`src/rtl/cc_param_bank_if.sv`:
```
// rtl/cc_param_bank_if.sv - CC message input and parameter bank output bundle
interface cc_param_bank_if #(
  parameter int N_PARAM = 4
);
  logic [6:0]             cc_num;
  logic [6:0]             cc_val;
  logic                   cc_valid;
  logic [14*N_PARAM-1:0]  param_val;
  logic [N_PARAM-1:0]     param_upd;
  logic                   load;
  logic [6:0]             load_arg;

  modport master (
    output cc_num, cc_val, cc_valid,
    input  param_val, param_upd, load, load_arg
  );

  modport slave (
    input  cc_num, cc_val, cc_valid,
    output param_val, param_upd, load, load_arg
  );
endinterface

```
`src/rtl/cc_param_bank.sv`:
```
// rtl/cc_param_bank.sv - MIDI CC to 7/14-bit parameter slot bank with load strobe
module cc_param_bank #(
  parameter int          N_PARAM = 4,
  parameter int          BASE_CC = 16,
  parameter int          HIRES   = 1,
  parameter int          LOAD_CC = 112,
  parameter logic [13:0] RST_VAL = 14'd0
) (
  input  logic           clk,
  input  logic           rst,
  cc_param_bank_if.slave bus
);
  localparam int RAC_CC = 121;

  localparam bit LOAD_CLASH =
    (LOAD_CC >= BASE_CC && LOAD_CC < BASE_CC + N_PARAM) ||
    (HIRES != 0 && LOAD_CC >= BASE_CC + 32 && LOAD_CC < BASE_CC + 32 + N_PARAM);
  localparam bit RAC_CLASH =
    (RAC_CC >= BASE_CC && RAC_CC < BASE_CC + N_PARAM) ||
    (HIRES != 0 && RAC_CC >= BASE_CC + 32 && RAC_CC < BASE_CC + 32 + N_PARAM);

  if (N_PARAM < 1 || N_PARAM > 16) begin : g_err_nparam
    $error("cc_param_bank: N_PARAM must be 1..16");
  end
  if (HIRES != 0 && BASE_CC + N_PARAM > 32) begin : g_err_hires
    $error("cc_param_bank: MSB slots must stay below CC 32 when HIRES=1");
  end
  if (BASE_CC + N_PARAM > 128) begin : g_err_top
    $error("cc_param_bank: slot range exceeds CC 127");
  end
  if (LOAD_CLASH) begin : g_err_load
    $error("cc_param_bank: LOAD_CC falls inside a slot range");
  end
  if (RAC_CLASH) begin : g_err_rac
    $error("cc_param_bank: CC 121 falls inside a slot range");
  end

  logic [13:0]        slot_q [N_PARAM];
  logic [N_PARAM-1:0] msb_seen_q;
  logic [N_PARAM-1:0] upd_q;
  logic               load_q;
  logic [6:0]         load_arg_q;

  logic [N_PARAM-1:0] msb_hit;
  logic [N_PARAM-1:0] lsb_hit;
  logic               rac_hit;
  logic               load_hit;

  always_comb begin
    rac_hit  = bus.cc_valid && (int'(bus.cc_num) == RAC_CC);
    load_hit = bus.cc_valid && (int'(bus.cc_num) == LOAD_CC);
    msb_hit  = '0;
    lsb_hit  = '0;
    for (int i = 0; i < N_PARAM; i++) begin
      msb_hit[i] = bus.cc_valid && (int'(bus.cc_num) == BASE_CC + i);
      lsb_hit[i] = (HIRES != 0) && bus.cc_valid && (int'(bus.cc_num) == BASE_CC + 32 + i);
    end
  end

  always_ff @(posedge clk) begin
    if (rst) begin
      for (int i = 0; i < N_PARAM; i++) slot_q[i] <= RST_VAL;
      msb_seen_q <= '0;
      upd_q      <= '0;
      load_q     <= 1'b0;
      load_arg_q <= '0;
    end else begin
      upd_q  <= '0;
      load_q <= 1'b0;
      if (rac_hit) begin
        for (int i = 0; i < N_PARAM; i++) slot_q[i] <= RST_VAL;
        msb_seen_q <= '0;
        upd_q      <= '1;
      end else if (load_hit) begin
        load_q     <= 1'b1;
        load_arg_q <= bus.cc_val;
      end else begin
        for (int i = 0; i < N_PARAM; i++) begin
          if (msb_hit[i]) begin
            // MSB write clears the fine half, matching MIDI 14-bit pairing
            slot_q[i]     <= {bus.cc_val, 7'b0};
            msb_seen_q[i] <= 1'b1;
            upd_q[i]      <= 1'b1;
          end else if (lsb_hit[i]) begin
            // an LSB on its own never promotes the slot to msb_seen
            slot_q[i]     <= {slot_q[i][13:7], bus.cc_val};
            msb_seen_q[i] <= msb_seen_q[i];
            upd_q[i]      <= 1'b1;
          end
        end
      end
    end
  end

  for (genvar g = 0; g < N_PARAM; g++) begin : g_out
    assign bus.param_val[14*g +: 14] = slot_q[g];
  end
  assign bus.param_upd = upd_q;
  assign bus.load      = load_q;
  assign bus.load_arg  = load_arg_q;
endmodule
```
`src/flat_wrapper.sv`:
```
// flat-port wrapper written by rule: the top's interface ports become plain ports
module cc_param_bank_flat 
#(
  parameter int          N_PARAM = 4,
  parameter int          BASE_CC = 16,
  parameter int          HIRES   = 1,
  parameter int          LOAD_CC = 112,
  parameter logic [13:0] RST_VAL = 14'd0
)
  (clk, rst, bus_cc_num, bus_cc_val, bus_cc_valid, bus_param_val, bus_param_upd, bus_load, bus_load_arg);
  cc_param_bank_if #(.N_PARAM(N_PARAM)) bus_i ();
  input  logic clk;
  input  logic rst;
  input wire logic [$bits(bus_i.cc_num)-1:0] bus_cc_num;
  input wire logic [$bits(bus_i.cc_val)-1:0] bus_cc_val;
  input wire logic [$bits(bus_i.cc_valid)-1:0] bus_cc_valid;
  output wire logic [$bits(bus_i.param_val)-1:0] bus_param_val;
  output wire logic [$bits(bus_i.param_upd)-1:0] bus_param_upd;
  output wire logic [$bits(bus_i.load)-1:0] bus_load;
  output wire logic [$bits(bus_i.load_arg)-1:0] bus_load_arg;
  assign bus_i.cc_num = bus_cc_num;
  assign bus_i.cc_val = bus_cc_val;
  assign bus_i.cc_valid = bus_cc_valid;
  assign bus_param_val = bus_i.param_val;
  assign bus_param_upd = bus_i.param_upd;
  assign bus_load = bus_i.load;
  assign bus_load_arg = bus_i.load_arg;
  cc_param_bank #(.N_PARAM(N_PARAM), .BASE_CC(BASE_CC), .HIRES(HIRES), .LOAD_CC(LOAD_CC), .RST_VAL(RST_VAL)) u_core (.clk(clk), .rst(rst), .bus(bus_i));
endmodule
```
`config.mk`:
```
export PLATFORM = sky130hd
export DESIGN_NAME = cc_param_bank_flat
export DESIGN_NICKNAME = d
export VERILOG_FILES = /design/src/rtl/cc_param_bank_if.sv /design/src/rtl/cc_param_bank.sv /design/src/flat_wrapper.sv
export SDC_FILE = /design/constraint.sdc
export NUM_CORES = 1
export LEC_CHECK = 0
export CORE_AREA = 2 2 89 74
export CTS_BUF_LIST = sky130_fd_sc_hd__clkbuf_8
export DETAILED_ROUTE_END_ITERATION = 6
export DIE_AREA = 0 0 91 76
export PLACE_DENSITY = 0.84
export SLEW_MARGIN = 20
export SYNTH_ARGS = -nofsm -noshare
export SYNTH_HDL_FRONTEND = slang
export SYNTH_SLANG_ARGS = --single-unit
```
`constraint.sdc`:
```
create_clock -name clk -period 3 [get_ports clk]
set_input_delay 0.6 -clock clk [delete_from_list [all_inputs] [get_ports clk]]
set_output_delay 0.6 -clock clk [all_outputs]
set_load 0.1 [all_outputs]
```
==> results of run 1 <==
[metal layers]
| layer | track usage | vias to the layer above | routed length [um] |
|---|---|---|---|
| met4 | 0.0818 | 0 | 120 |
| met5 | 0 | - | 0 |
| met1 | 0.240 | 838 | 2790 |
| met3 | 0.0584 | 11 | 440 |
| li1 | - | 853 | - |
| met2 | 0.273 | 79 | 2690 |
[how the worst max path moves through the flow]
stage                                end  slack [ns]  cells after the start
floorplan           u_core.slot_q[1][10]        0.61                      3
global placement     u_core.slot_q[0][8]        0.28                      4
detailed placement  u_core.slot_q[0][13]        0.19                      4
CTS                  u_core.slot_q[0][7]        0.56                      4
global route        u_core.slot_q[0][13]        0.48                      4
finish              u_core.slot_q[0][13]        0.55                      4
[metrics by stage]
stage               cell area, sq um  utilization  power, W  hold WS (ns)
detailed placement              3460        0.565   0.00151         0.458
CTS                             3660        0.598   0.00225         0.481
global route                    3660        0.598   0.00230         0.505
finish                          3660        0.598   0.00224         0.482
global placement                3460        0.565   0.00151         0.461
floorplan                       2630            -   0.00139         0.726
[report_power, final]
| group | internal [W] | total, W | switching [W] | leakage [nW] |
|---|---|---|---|---|
| Clock | 0.000423 | 0.000755 | 0.000332 | 0.109 |
| Sequential | 0.00104 | 0.00105 | 0.0000118 | 0.619 |
| Combinational | 0.0000813 | 0.000434 | 0.000353 | 0.737 |
| Total | 0.00155 | 0.00224 | 0.000696 | 1.47 |
[sequential cells by signal, indices dropped and copies added, names as in the netlist]
signal                cells
u_core.slot_q            56
u_core.bus.load_arg       7
u_core.bus.param_upd      4
u_core.bus.load           1
[cell type report]
class	instances	area (sq um)	share of cell area
clock inverters	5	50.0	0.0137
multi-input cells	105	777	0.212
repair buffers	91	723	0.198
flip-flops and latches	68	1850	0.506
well taps	84	105	0.0287
clock buffers	11	151	0.0414
[cell usage after synthesis (all sizes together) (2+ instances only)]
master	instances
a21oi	7
a22o	14
and2	49
dfxtp	19
edfxtp	49
nand2	5
nand2b	2
nor3	5
nor4	4
o21ai	2
or2	3
or4b	2
[kinds of logic after synthesis]
kind of cell	synth area share
AND/OR/NAND/NOR	0.223
flip-flops	0.703
buffers and inverters	0.00142
AO/OA/AOI/OAI	0.0722
[placed cells by master (no fill, tap or decap), drive strengths merged]
cell / instances
buf: 75
and2: 49
edfxtp: 49
dfxtp: 19
clkdlybuf4s50: 16
a22o: 14
clkbuf: 11
a21oi: 7
nand2: 5
nor3: 5
clkinv: 4
nor4: 4
or2: 3
or4b: 2
o21ai: 2
nand2b: 2
or4: 1
nand3b: 1
and4: 1
and4bb: 1
nand4bb: 1
and3b: 1
a221oi: 1
nor3b: 1
a21boi: 1
nor2: 1
nor4bb: 1
and4b: 1
bufinv: 1
==> flow_metrics.py, run 1 <==
metrics = {
    "pwr": {
        "p_leak_nw": 1.47,
        "cellPowerDensity_mw_per_mm2": 613,
        "max-vdd-ir-drop_uv": 281,
    },
    "critical_path": {
        "worst-endpoint-required_ns": 3.01,
        "r2r-start": "u_core.bus.load_arg[6]",
        "rr_worst_depth": 1,
        "timing.critical_path.max_delay_family": "simple AND/OR/NAND/NOR gates",
        "critical_path_peak_fanout": 8,
        "r2r_path_end": "u_core.bus.load_arg[6]",
        "timing.setup.critical_path_class": "in2reg",
        "crit_path_end_kind": "flip-flop",
        "cp-start-kind": "input pin",
        "worst-path-buf-inv": 1,
        "critPathMaxStageDelay_ns": 0.64,
        "rrSetupSlack_ns": 2.37,
        "worstSetupStartpoint": "bus_cc_num[1]",
        "worstPathArrival_ns": 2.47,
        "worst_path_cell_with_the_longest_stage_delay": "sky130_fd_sc_hd__or4_4",
        "path_cells": "clkdlybuf4s50_1 -> or4_4 -> nor4_4 -> nand2b_1",
    },
    "detailed_routing": {
        "initialDrtViolationCount": 58,
        "total_wire_length_mm": 6.04,
        "vias": 1781,
        "routedWlPerCell_um": 16.6,
        "drc_markers": 0,
        "first_pass_iters": 4,
        "ant_nets": 0,
        "route.detailed.vias_per_inst": 4.89,
    },
    "global_route": {
        "overflow_after_grt": 0,
        "first_pass_grt_wire_length_mm": 9.24,
        "antenna_found_initial": 0,
        "grt_pass1_vias": 1640,
        "largest_net_degree_at_the_start_of_global_routing": 12,
        "grt.total_usage": 0.181,
    },
    "sta": {
        "max_freq_ghz": 0.408,
        "period_needed_ns": 2.45,
        "finalSetupTns_ns": 0,
        "tightestPinTransition_ns": 0.681,
        "setup-violations-final": 0,
        "timing.final.max_slew_violations": 0,
        "clock_skew_ns": 0,
        "timing.final.crit_share": 0.818,
        "worst_slew_margin_rel": 0.546,
        "grt_setup_unrepaired": "no",
        "timing.final.hold_violations": 0,
        "finalWorstSetupSlack_ns": 0.547,
    },
    "placed_design": {
        "io_buffer_count": 84,
        "gp_congestion": 0.799,
        "detailed_place_hpwl_mm": 4.15,
        "placement.setup.worst_slack_ns": 0.191,
        "placed_cells": 348,
    },
    "job": {
        "cap_viol_max_count": 0,
    },
    "yosys": {
        "flip_flop_and_latch_count_after_synthesis": 68,
        "dominantRegCellSynth": "sky130_fd_sc_hd__edfxtp_1",
        "postSynth.asyncResetShare": 0,
        "synth.net_count": 191,
        "synthesis.instances": 174,
        "yosysTopAreaCellShare": 0.559,
        "synth.top_cells.by_area": "sky130_fd_sc_hd__edfxtp_1, sky130_fd_sc_hd__dfxtp_1, sky130_fd_sc_hd__and2_1",
        "yosysTopAreaCell": "sky130_fd_sc_hd__edfxtp_1",
        "synth-warning-count": 0,
        "synth.distinct_cells": 29,
        "synth_edf_count": 49,
        "syn_area_sq_mm": 0.00263,
        "sequential_area_share_after_synthesis": 0.703,
        "synth.avg_cell_area_sq_um": 15.1,
    },
    "layout": {
        "antenna_diode_instance_count": 0,
        "area_delta_synth_final_pct": 39.0,
        "nFillCells": 504,
        "final_nets": 292,
        "stdcell_count": 364,
        "layout-drive-gt1-share": 0.379,
    },
    "worst_hold_path": {
        "hold_path_class": "reg2reg",
        "hold_path_depth": 1,
        "hold_path_end": "u_core.slot_q[0][2]",
        "worst_hold_startpoint": "u_core.slot_q[0][2]",
    },
    "floorplanning": {
        "dieArea_sq_mm": 0.00692,
        "width_of_the_chip_um": 91,
        "ios": 85,
        "floorplan.die.height_um": 76,
        "core_area_sq_mm": 0.00612,
        "floorplan.initialDensity": 0.430,
        "fp-row-count": 26,
    },
    "clocking": {
        "tritoncts_num_sinks": 68,
        "cts_buffers": 9,
        "htreeDepth": 3,
        "total_of_hold_buffers_inserted_after_clock_tree_synthesis": 0,
        "clk_transition_reported_paths_ns": 0.07,
        "clk_latency_ns": 0.33,
        "tritoncts": "yes",
        "cts.root.buffer_cell": "sky130_fd_sc_hd__clkbuf_8",
        "cts_buffer_depth": 2,
        "post_cts_buffers": 0,
        "post_cts_resize_count": 0,
    },
    "run_status": {
        "status": "finished, final reports clean",
    },
}
No activity file was read; power rests on OpenSTA's default activity.
==> inputs of run 2 (changes only) <==
Settings changed: CORE_AREA 2 2 89 74 to 2 2 91 75, DIE_AREA 0 0 91 76 to 0 0 93 77.
Clock period 3 ns to 2.1 ns, I/O delays scaled along.
==> run 2 against run 1 <==
Against the previous run:
- clock power grew 50%
- global-route usage grew 0.69 points
- cell area grew 5.1%
- worst setup slack lost 0.49 ns
==> flow_metrics.py, run 2 (synthesized netlist as in run 1, its figures left out) <==
metrics = {
    "run_status": {
        "status": "finished, final reports clean",
    },
    "job": {
        "cap_viol_max_count": 0,
    },
    "pwr": {
        "total_power_w": 0.00328,
        "cellPowerDensity_mw_per_mm2": 852,
        "p_leak_nw": 1.59,
        "max-vdd-ir-drop_uv": 451,
    },
    "floorplanning": {
        "fp-row-count": 26,
        "core_area_sq_mm": 0.00625,
        "floorplan.die.height_um": 77,
        "width_of_the_chip_um": 93,
        "dieArea_sq_mm": 0.00716,
        "ios": 85,
        "floorplan.initialDensity": 0.421,
    },
    "layout": {
        "final_design_area_excluding_fillers_sq_mm": 0.00384,
        "antenna_diode_instance_count": 0,
        "layout_common_cells": "sky130_fd_sc_hd__buf_4, sky130_fd_sc_hd__and2_1, sky130_fd_sc_hd__edfxtp_1, sky130_fd_sc_hd__dfxtp_1, sky130_fd_sc_hd__clkdlybuf4s50_1",
        "nFillCells": 516,
        "final_nets": 315,
        "area_delta_synth_final_pct": 46.1,
        "most_common_cell_after_layout_fill_and_taps_aside": "sky130_fd_sc_hd__buf_4",
        "largest_register_ff_count": 56,
        "layout-drive-gt1-share": 0.422,
        "largest_register": "u_core.slot_q",
    },
    "global_route": {
        "first_pass_grt_wire_length_mm": 9.85,
        "overflow_after_grt": 0,
        "antenna_found_initial": 0,
        "grt_pass1_vias": 1894,
        "grt.total_usage": 0.188,
        "largest_net_degree_at_the_start_of_global_routing": 13,
    },
    "sta": {
        "timing.final.crit_share": 0.975,
        "setup-violations-final": 0,
        "timing.final.hold_violations": 0,
        "timing.hold.ws_ns": 0.481,
        "grt_setup_unrepaired": "no",
        "clock_skew_ns": 0,
        "tightestPinTransition_ns": 0.673,
        "timing.final.max_slew_violations": 0,
        "period_needed_ns": 2.05,
        "max_freq_ghz": 0.488,
        "worst_slew_margin_rel": 0.551,
    },
    "critical_path": {
        "crit_path_end_kind": "flip-flop",
        "worst-endpoint-required_ns": 2.16,
        "timing.setup.critical_path_class": "in2reg",
        "cp-start-kind": "input pin",
        "critical_path_peak_fanout": 7,
        "worstPathArrival_ns": 2.11,
    },
    "detailed_routing": {
        "drc_markers": 0,
        "ant_nets": 0,
        "first_pass_iters": 4,
        "route.detailed.vias_per_inst": 4.87,
        "routedWlPerCell_um": 16.5,
        "initialDrtViolationCount": 130,
        "vias": 1883,
        "total_wire_length_mm": 6.40,
    },
    "clocking": {
        "clk_latency_ns": 0.35,
        "tritoncts_num_sinks": 68,
        "htreeDepth": 3,
        "cts.root.buffer_cell": "sky130_fd_sc_hd__clkbuf_8",
        "cts_buffers": 9,
        "post_cts_buffers": 0,
        "tritoncts": "yes",
        "cts_buffer_depth": 2,
        "clk_transition_reported_paths_ns": 0.07,
    },
    "worst_hold_path": {
        "hold_path_class": "reg2reg",
    },
    "placed_design": {
        "gp_congestion": 0.912,
        "detailed_place_hpwl_mm": 4.51,
        "io_buffer_count": 84,
        "placed_area_sq_mm": 0.00363,
    },
}
[run 2: changes by cell type in the layout (fill, tap and decap cells not counted), sizes merged, moves of 2 or more]
| cell | before | now |
|---|---|---|
| buf | 75 | 98 |
| clkbuf | 11 | 9 |
| clkinv | 4 | 2 |
| inv | 0 | 2 |
[run 2: timing repair]
item,CTS,global route
hold buffers,0,0
endpoints found under the setup margin,0,21
resized for setup,0,1
[run 2: metrics by stage]
step	cells	setup slack [ns]	util	setup TNS, ns
2_1_floorplan	174	0.0835	-	0
3_3_place_gp	371	-0.297	0.582	-14.00
3_5_place_dp	371	-0.325	0.582	-16.98
4_1_cts	387	0.0528	0.615	0
5_1_grt	387	0.00934	0.616	0
6_report	387	0.0523	0.616	0
[run 2: metal layers]
metal | vias to the layer above | share of wire | wire length, um | GRT usage
met5 | - | 0 | 0 | 0
met4 | 0 | 0.012 | 76 | 0.0721
met3 | 8 | 0.098 | 630 | 0.0747
met2 | 86 | 0.47 | 3000 | 0.283
met1 | 888 | 0.42 | 2700 | 0.245
li1 | 901 | - | - | -
[run 2: layout make-up]
type | count | area, sq um | share of cell area
sequential | 68 | 1850 | 0.482
clock inverter | 7 | 85.1 | 0.0221
multi-input combinational | 105 | 781 | 0.203
timing repair buffer | 114 | 898 | 0.234
tap | 84 | 105 | 0.0273
clock buffer | 9 | 124 | 0.0322
[run 2: final timing paths]
path | start | to | slack (ns) | cells after the start
worst max-delay path | bus_cc_num[1] | u_core.slot_q[0][22] | 0.05 | 5
worst min-delay path | u_core.slot_q[0][4] | u_core.slot_q[0][4] | 0.48 | 1
worst max register to register | u_core.bus.load_arg[5] | u_core.bus.load_arg[5] | 1.47 | 1
worst min register to register | u_core.slot_q[0][4] | u_core.slot_q[0][4] | 0.48 | 1
[run 2: critical path: stages]
cell                              delay (ns)
sky130_fd_sc_hd__clkdlybuf4s50_1        0.47
sky130_fd_sc_hd__or4b_1                 0.57
sky130_fd_sc_hd__or2_2                  0.33
sky130_fd_sc_hd__a21oi_2                0.14
sky130_fd_sc_hd__buf_4                  0.17
[run 2: where the power goes]
part	leakage (nW)	total, W	switching, W	internal, W
Sequential	0.619	0.00151	0.0000177	0.00149
Clock	0.112	0.00113	0.000474	0.000655
Combinational	0.860	0.000643	0.000510	0.000132
==> inputs of run 3 (changes only) <==
Settings changed: CORE_AREA 2 2 91 75 to 2 2 118 97, DIE_AREA 0 0 93 77 to 0 0 120 99, PLACE_DENSITY 0.84 to 0.57.
==> run 3 against run 2 <==
Against the previous run:
- sequential share of layout area down 1.0 points
- critical endpoint is now u_core.slot_q[0][27]
- non-clock buffer count up 2
- cell area up 2.2%
- largest power group unchanged
- worst setup slack worse by 0.014 ns
- final cell count up 16%
==> flow_metrics.py, run 3 (synthesized netlist as in run 1, its figures left out) <==
metrics = {
    "critical_path": {
        "worstPathArrival_ns": 2.12,
        "crit_path_end_kind": "flip-flop",
        "worst_path_cell_with_the_longest_stage_delay": "sky130_fd_sc_hd__or4b_1",
        "worst-path-buf-inv": 2,
        "r2r-start": "u_core.bus.load_arg[5]",
        "critical_path_peak_fanout": 7,
        "worstSetupStartpoint": "bus_cc_num[1]",
        "worst-endpoint-required_ns": 2.16,
        "path_cells": "clkdlybuf4s50_1 -> or4b_1 -> or2_2 -> a21oi_2 -> buf_4",
        "timing.critical_path.max_delay_family": "simple AND/OR/NAND/NOR gates",
        "critPathMaxStageDelay_ns": 0.56,
        "timing.setup.critical_path_class": "in2reg",
        "cp-start-kind": "input pin",
    },
    "detailed_routing": {
        "routedWlPerCell_um": 16.2,
        "initialDrtViolationCount": 95,
        "vias": 1859,
        "total_wire_length_mm": 7.26,
        "route.detailed.vias_per_inst": 4.14,
        "ant_nets": 0,
        "drc_markers": 0,
        "first_pass_iters": 4,
    },
    "floorplanning": {
        "fp-row-count": 34,
        "ios": 85,
        "core_area_sq_mm": 0.0107,
        "dieArea_sq_mm": 0.0119,
        "floorplan.die.height_um": 99,
        "width_of_the_chip_um": 120,
        "floorplan.initialDensity": 0.247,
    },
    "layout": {
        "largest_register": "u_core.slot_q",
        "layout_common_cells": "sky130_fd_sc_hd__buf_4, sky130_fd_sc_hd__and2_1, sky130_fd_sc_hd__edfxtp_1, sky130_fd_sc_hd__dfxtp_1, sky130_fd_sc_hd__clkdlybuf4s50_1",
        "final_nets": 317,
        "layout-drive-gt1-share": 0.426,
        "most_common_cell_after_layout_fill_and_taps_aside": "sky130_fd_sc_hd__buf_4",
        "area_delta_synth_final_pct": 49.2,
        "ff_latch_area_sq_mm": 0.00185,
        "largest_register_ff_count": 56,
        "multi_input_area_sq_um": 781,
        "antenna_diode_instance_count": 0,
        "nFillCells": 1046,
        "layout.core_utilization": 0.368,
    },
    "global_route": {
        "largest_net_degree_at_the_start_of_global_routing": 12,
        "antenna_found_initial": 0,
        "overflow_after_grt": 0,
        "grt.total_usage": 0.128,
        "grt_pass1_vias": 1914,
        "first_pass_grt_wire_length_mm": 11.1,
    },
    "pwr": {
        "p_leak_nw": 1.59,
        "cellPowerDensity_mw_per_mm2": 820,
        "max-vdd-ir-drop_uv": 300,
    },
    "clocking": {
        "tritoncts_num_sinks": 68,
        "htreeDepth": 3,
        "total_of_hold_buffers_inserted_after_clock_tree_synthesis": 0,
        "cts_buffers": 9,
        "cts_buffer_depth": 2,
        "clk_transition_reported_paths_ns": 0.07,
        "tritoncts": "yes",
        "post_cts_resize_count": 0,
        "cts.root.buffer_cell": "sky130_fd_sc_hd__clkbuf_8",
        "post_cts_buffers": 0,
        "clk_latency_ns": 0.33,
    },
    "sta": {
        "period_needed_ns": 2.06,
        "max_freq_ghz": 0.485,
        "clock_skew_ns": 0,
        "timing.final.crit_share": 0.982,
        "timing.hold.ws_ns": 0.479,
        "timing.final.max_slew_violations": 0,
        "grt_setup_unrepaired": "no",
        "finalSetupTns_ns": 0,
        "timing.final.hold_violations": 0,
        "worst_slew_margin_rel": 0.547,
        "tightestPinTransition_ns": 0.679,
        "setup-violations-final": 0,
    },
    "placed_design": {
        "io_buffer_count": 84,
        "gp_congestion": 0.725,
        "detailed_place_hpwl_mm": 5.14,
    },
    "run_status": {
        "status": "finished, final reports clean",
    },
    "job": {
        "cap_viol_max_count": 0,
    },
    "worst_hold_path": {
        "hold_path_class": "reg2reg",
        "worst_hold_startpoint": "u_core.slot_q[0][3]",
    },
}
[run 3: layout make-up]
type                       instances  share of cell area
sequential                        68               0.471
timing repair buffer             116               0.235
multi-input combinational        105               0.199
tap                              144              0.0459
clock buffer                      10              0.0350
clock inverter                     6              0.0140
[run 3: where the power goes]
| part | internal (W) | switching [W] | total, W |
|---|---|---|---|
| combinational | 0.000138 | 0.000516 | 0.000653 |
| sequential | 0.00149 | 0.0000176 | 0.00150 |
| clock | 0.000569 | 0.000497 | 0.00107 |
[run 3: final timing paths]
check / endpoint / slack (ns) / cells past startpoint
setup / recovery: u_core.slot_q[0][27] / 0.04 / 5
hold / removal: u_core.slot_q[0][3] / 0.48 / 1
setup reg to reg: u_core.bus.load_arg[5] / 1.47 / 1
hold reg to reg: u_core.slot_q[0][3] / 0.48 / 1
[run 3: layer usage]
layer  share of wire  vias up  track usage  routed length, um
li1                -      901            -                  -
met1            0.48      878        0.174               3470
met2            0.44       67        0.187               3170
met3           0.065       13       0.0463                475
met4           0.019        0       0.0443                136
met5               0        -            0                  0
[run 3: through the flow]
step | std cells | power [W] | setup slack [ns] | area [sq um]
after floorplan | 174 | 0.00199 | 0.0835 | 2640
after global placement | 433 | 0.00219 | -0.295 | 3740
after detailed placement | 433 | 0.00219 | -0.303 | 3740
after CTS | 449 | 0.00327 | 0.0566 | 3930
after global routing | 449 | 0.00334 | 0.000299 | 3930
final | 449 | 0.00322 | 0.0384 | 3930
==> RTL change 1 (flow settings as in run 1) <==
Make the reset (`rst`) asynchronous in one clocked block.
--- a/src/rtl/cc_param_bank.sv
+++ b/src/rtl/cc_param_bank.sv
@@ -57,7 +57,7 @@
     end
   end
 
-  always_ff @(posedge clk) begin
+  always_ff @(posedge clk or posedge rst) begin
     if (rst) begin
       for (int i = 0; i < N_PARAM; i++) slot_q[i] <= RST_VAL;
       msb_seen_q <= '0;
Behaviour: differs if rst is asserted again (counterexample within 4 cycles, from zero or initial values and one cycle with rst high); with rst held inactive, the same outputs for 4 cycles.
==> RTL change 1 against run 1 <==
- design area grew 8.7%
- routed wire length rose by 27%
- sequential cell count did not move
- worst setup slack improved by 0.25 ns
- highest routed layer unchanged
- global-route usage increased by 4.9 points
- hold slack improved by 0.027 ns
- synthesized area up 14%
Power is not compared: it rests on default switching activity, and its combinational part moved more than twofold at a synthesized area within 25%.
==> RTL change 1: results (changes against run 1) <==
asr flop ratio synth 100% (was 0%); syn avg cell area 11.3 sq um (was 15.1 sq um); GPL Wtd Cong 0.767 (was 0.799); final WL 7660 microns (was 6040 microns); drt first pass iters 4 (unchanged); share of layout cells above drive strength 1 33.8% (was 37.9%); post-CTS resize count 0 (unchanged); TritonCTS Buffers 9 (unchanged); Inst Count DP 417 (was 348); Worst path max stage delay 0.59 ns (was 0.64 ns); # diodes 0 (unchanged); nets 361 (was 292); syn nets 282 (was 191); Max VDD drop 0.326 mV; dpl hpwl 5260 microns (was 4150 microns); met3 WL 519 microns (was 440 microns); Seq/Total Area, Yosys 56.7% (was 70.3%); vias per cell 5.72 (was 4.89); global-route wire length before repair 12,500 microns (was 9240 microns); number of global-route vias before repair 2,394 (was 1,640); CP max FO 10 (was 8); post-DR wirelength/cell 17.7 microns (was 16.6 microns); overall routing resource usage 23.1% (was 18.1%); pin count of the biggest net entering global routing 46 (was 12); Worst-Margin Slew 0.668 ns (was 0.681 ns); synth cell count leaders 68 x dfrtp_1, 28 x a21oi_1, 27 x o21ai_0 (was 49 x and2_1, 49 x edfxtp_1, 19 x dfxtp_1); Crit path max-delay family compound AO/OA/AOI/OAI gates (was simple AND/OR/NAND/NOR gates); Synth cell types 40 (was 29); initial antenna violation count 0 (unchanged); M1 wire length 3320 microns (was 2790 microns); setup bufs post-CTS 0 (unchanged); status finished, final reports clean (unchanged); slowest cell on the critical path clkdlybuf4s50_1 (was or4_4); routed wl met2 3770 microns (was 2690 microns); Detailed Route Iter0 Violations 113 (was 58); top layer in use met4 (unchanged); largest cells by area after synthesis dfrtp_1 57%, a22o_1 6.1%, a21oi_1 4.7%, o21ai_0 4.5%, nand3_1 4.0% (was edfxtp_1 56%, dfxtp_1 14%, and2_1 12%, a22o_1 4.7%, a21oi_1 1.3%); dpl ws 0.469 ns (was 0.191 ns); DP Area 0.00376 sq mm (was 0.00346 sq mm)
RTL change 1: changes by cell type in the layout (fill, tap and decap cells not counted), moves of 4 or more:
cell and change:
and2_1 -48, o32ai_1 +7, a21oi_1 +21, dfxtp_1 -19
nand3_1 +24, o21ai_0 +25, a22o_1 +7, inv_1 +17
nand2_1 -4, dfrtp_1 +68, mux2_2 +7, edfxtp_1 -49
RTL change 1: layout make-up:
| class | instances | area (sq um) |
|---|---|---|
| clock buffers | 10 | 138 |
| inverters | 17 | 63.8 |
| multi-input cells | 154 | 1130 |
| clock inverters | 6 | 78.8 |
| fillers | 482 | 2140 |
| well taps | 84 | 105 |
| repair buffers | 94 | 758 |
| flip-flops and latches | 68 | 1700 |
RTL change 1: cells by family after synthesis:
| family | Yosys count | share of synthesized area (%) |
|---|---|---|
| AO/OA/AOI/OAI | 91 | 19.4 |
| flip-flops | 68 | 56.7 |
| AND/OR/NAND/NOR | 56 | 14.8 |
| buffers and inverters | 43 | 6.38 |
| multiplexers | 7 | 2.63 |
RTL change 1: routing by layer:
layer / up-vias / track usage [%]
li1: 1133 / -
met3: 4 / 7.02
met1: 1243 / 31.0
met5: - / 0
met4: 0 / 6.06
met2: 96 / 36.7
RTL change 1: final timing paths:
check,from,to,slack (ns),depth (start not counted)
worst max-delay path,bus_cc_num[1],u_core.bus.param_val[0],0.80,5
worst min-delay path,u_core.bus.load_arg[3],u_core.bus.load_arg[3],0.51,1
worst max register to register,u_core.bus.load_arg[1],u_core.bus.load_arg[1],2.22,1
worst min register to register,u_core.bus.load_arg[3],u_core.bus.load_arg[3],0.51,1
max in group asynchronous,rst,u_core.bus.param_val[49],1.76,3
min in group asynchronous,rst,u_core.bus.param_upd[3],0.62,2
==> RTL change 2 (flow settings as in run 1) <==
Made on the original files. `HIRES` is set to 1 in 2 places; all go to 0.
--- a/src/rtl/cc_param_bank.sv
+++ b/src/rtl/cc_param_bank.sv
@@ -2,7 +2,7 @@
 module cc_param_bank #(
   parameter int          N_PARAM = 4,
   parameter int          BASE_CC = 16,
-  parameter int          HIRES   = 1,
+  parameter int          HIRES   = 0,
   parameter int          LOAD_CC = 112,
   parameter logic [13:0] RST_VAL = 14'd0
 ) (
--- a/src/flat_wrapper.sv
+++ b/src/flat_wrapper.sv
@@ -3,7 +3,7 @@
 #(
   parameter int          N_PARAM = 4,
   parameter int          BASE_CC = 16,
-  parameter int          HIRES   = 1,
+  parameter int          HIRES   = 0,
   parameter int          LOAD_CC = 112,
   parameter logic [13:0] RST_VAL = 14'd0
 )
Formal check against the unedited RTL: not equivalent (Yosys sat finds a counterexample within 4 cycles, from zero or initial values and one cycle with rst high).
==> RTL change 2 against run 1 <==
- routed wire length shrank 35%
- synthesized area decreased by 33%
- design area fell by 36%
- worst setup slack improved by 0.095 ns
- hold slack got worse by 0.0039 ns
- sequential cell count down 28
- first-iteration DRC count is 53% higher
- via count shrank 30%
- power is 39% lower
- global-route usage shrank 6.6 points
- core utilization down 22 points
- critical endpoint is now u_core.slot_q[0][2]
- highest routed layer unchanged
==> RTL change 2: results (changes against run 1) <==
max reg flops 28 (was 56); sequential portion of the cell area 43.2% (was 50.6%); dpl ws 0.378 ns (was 0.191 ns); DP Area 0.00223 sq mm (was 0.00346 sq mm); critical path arrival 2.32 ns (was 2.47 ns); Synth Register Bits 40 (was 68); H-Tree Depth 2 (was 3); GPL Wtd Cong 0.780 (was 0.799); IO Port Bufs 56 (was 84); final std cells w/o fill 298 (was 364); Fill cells 611 (was 504); nets 230 (was 292); Max VDD drop 0.148 mV (was 0.281 mV); number of global-route vias before repair 1,139 (was 1,640); overall routing resource usage 11.5% (was 18.1%); Non-Clock Buffer Count 58 (was 91); met2 Use GR 19.3% (was 27.3%); CP max FO 9 (was 8); slowest cell on the critical path or4b_4 (was or4_4); post-DR wirelength/cell 13.2 microns (was 16.6 microns); register share of total power 43.2% (was 47.0%); mux contribution to synthesized area 5.65% (was 0%); Seq/Total Area, Yosys 57.1% (was 70.3%); Signal inverters 1 (was 0); Worst Hold Slack 0.478 ns (was 0.482 ns); Comb power frac 26.2% (was 19.4%); clock-cell share of area 4.59% (was 5.51%); r2r startpoint u_core.slot_q[2][6] (was u_core.bus.load_arg[6]); EDFF count, synth 21 (was 49); status finished, final reports clean (unchanged); largest cells by area after synthesis edfxtp_1 36%, dfxtp_1 21%, buf_4 12%, and2_1 7.4%, mux2i_1 5.7% (was edfxtp_1 56%, dfxtp_1 14%, and2_1 12%, a22o_1 4.7%, a21oi_1 1.3%); area occupied by multi-input gates 639 sq um (was 777 sq um)
-- RTL change 2: how the worst max path moves through the flow --
| stage | from | end | slack, ns | cells past startpoint |
|---|---|---|---|---|
| floorplan | bus_cc_num[3] | u_core.slot_q[1][0] | 0.83 | 4 |
| global placement | bus_cc_num[1] | u_core.slot_q[0][5] | 0.42 | 4 |
| detailed placement | bus_cc_num[1] | u_core.slot_q[0][2] | 0.38 | 4 |
| CTS | bus_cc_num[1] | u_core.slot_q[0][4] | 0.66 | 4 |
| global route | bus_cc_num[3] | u_core.slot_q[3][4] | 0.56 | 5 |
| finish | bus_cc_num[1] | u_core.slot_q[0][2] | 0.64 | 4 |
-- RTL change 2: worst max-delay path: cells and delay by family --
kind                   cells  cell delay (ns)
AND/OR/NAND/NOR            3             1.17
buffers and inverters      1             0.55
-- RTL change 2: layer usage --
layer  vias up  wire, microns
met5         -              0
met3         6            346
met2        68           1920
met1       586           1620
li1        595              -
met4         0             63
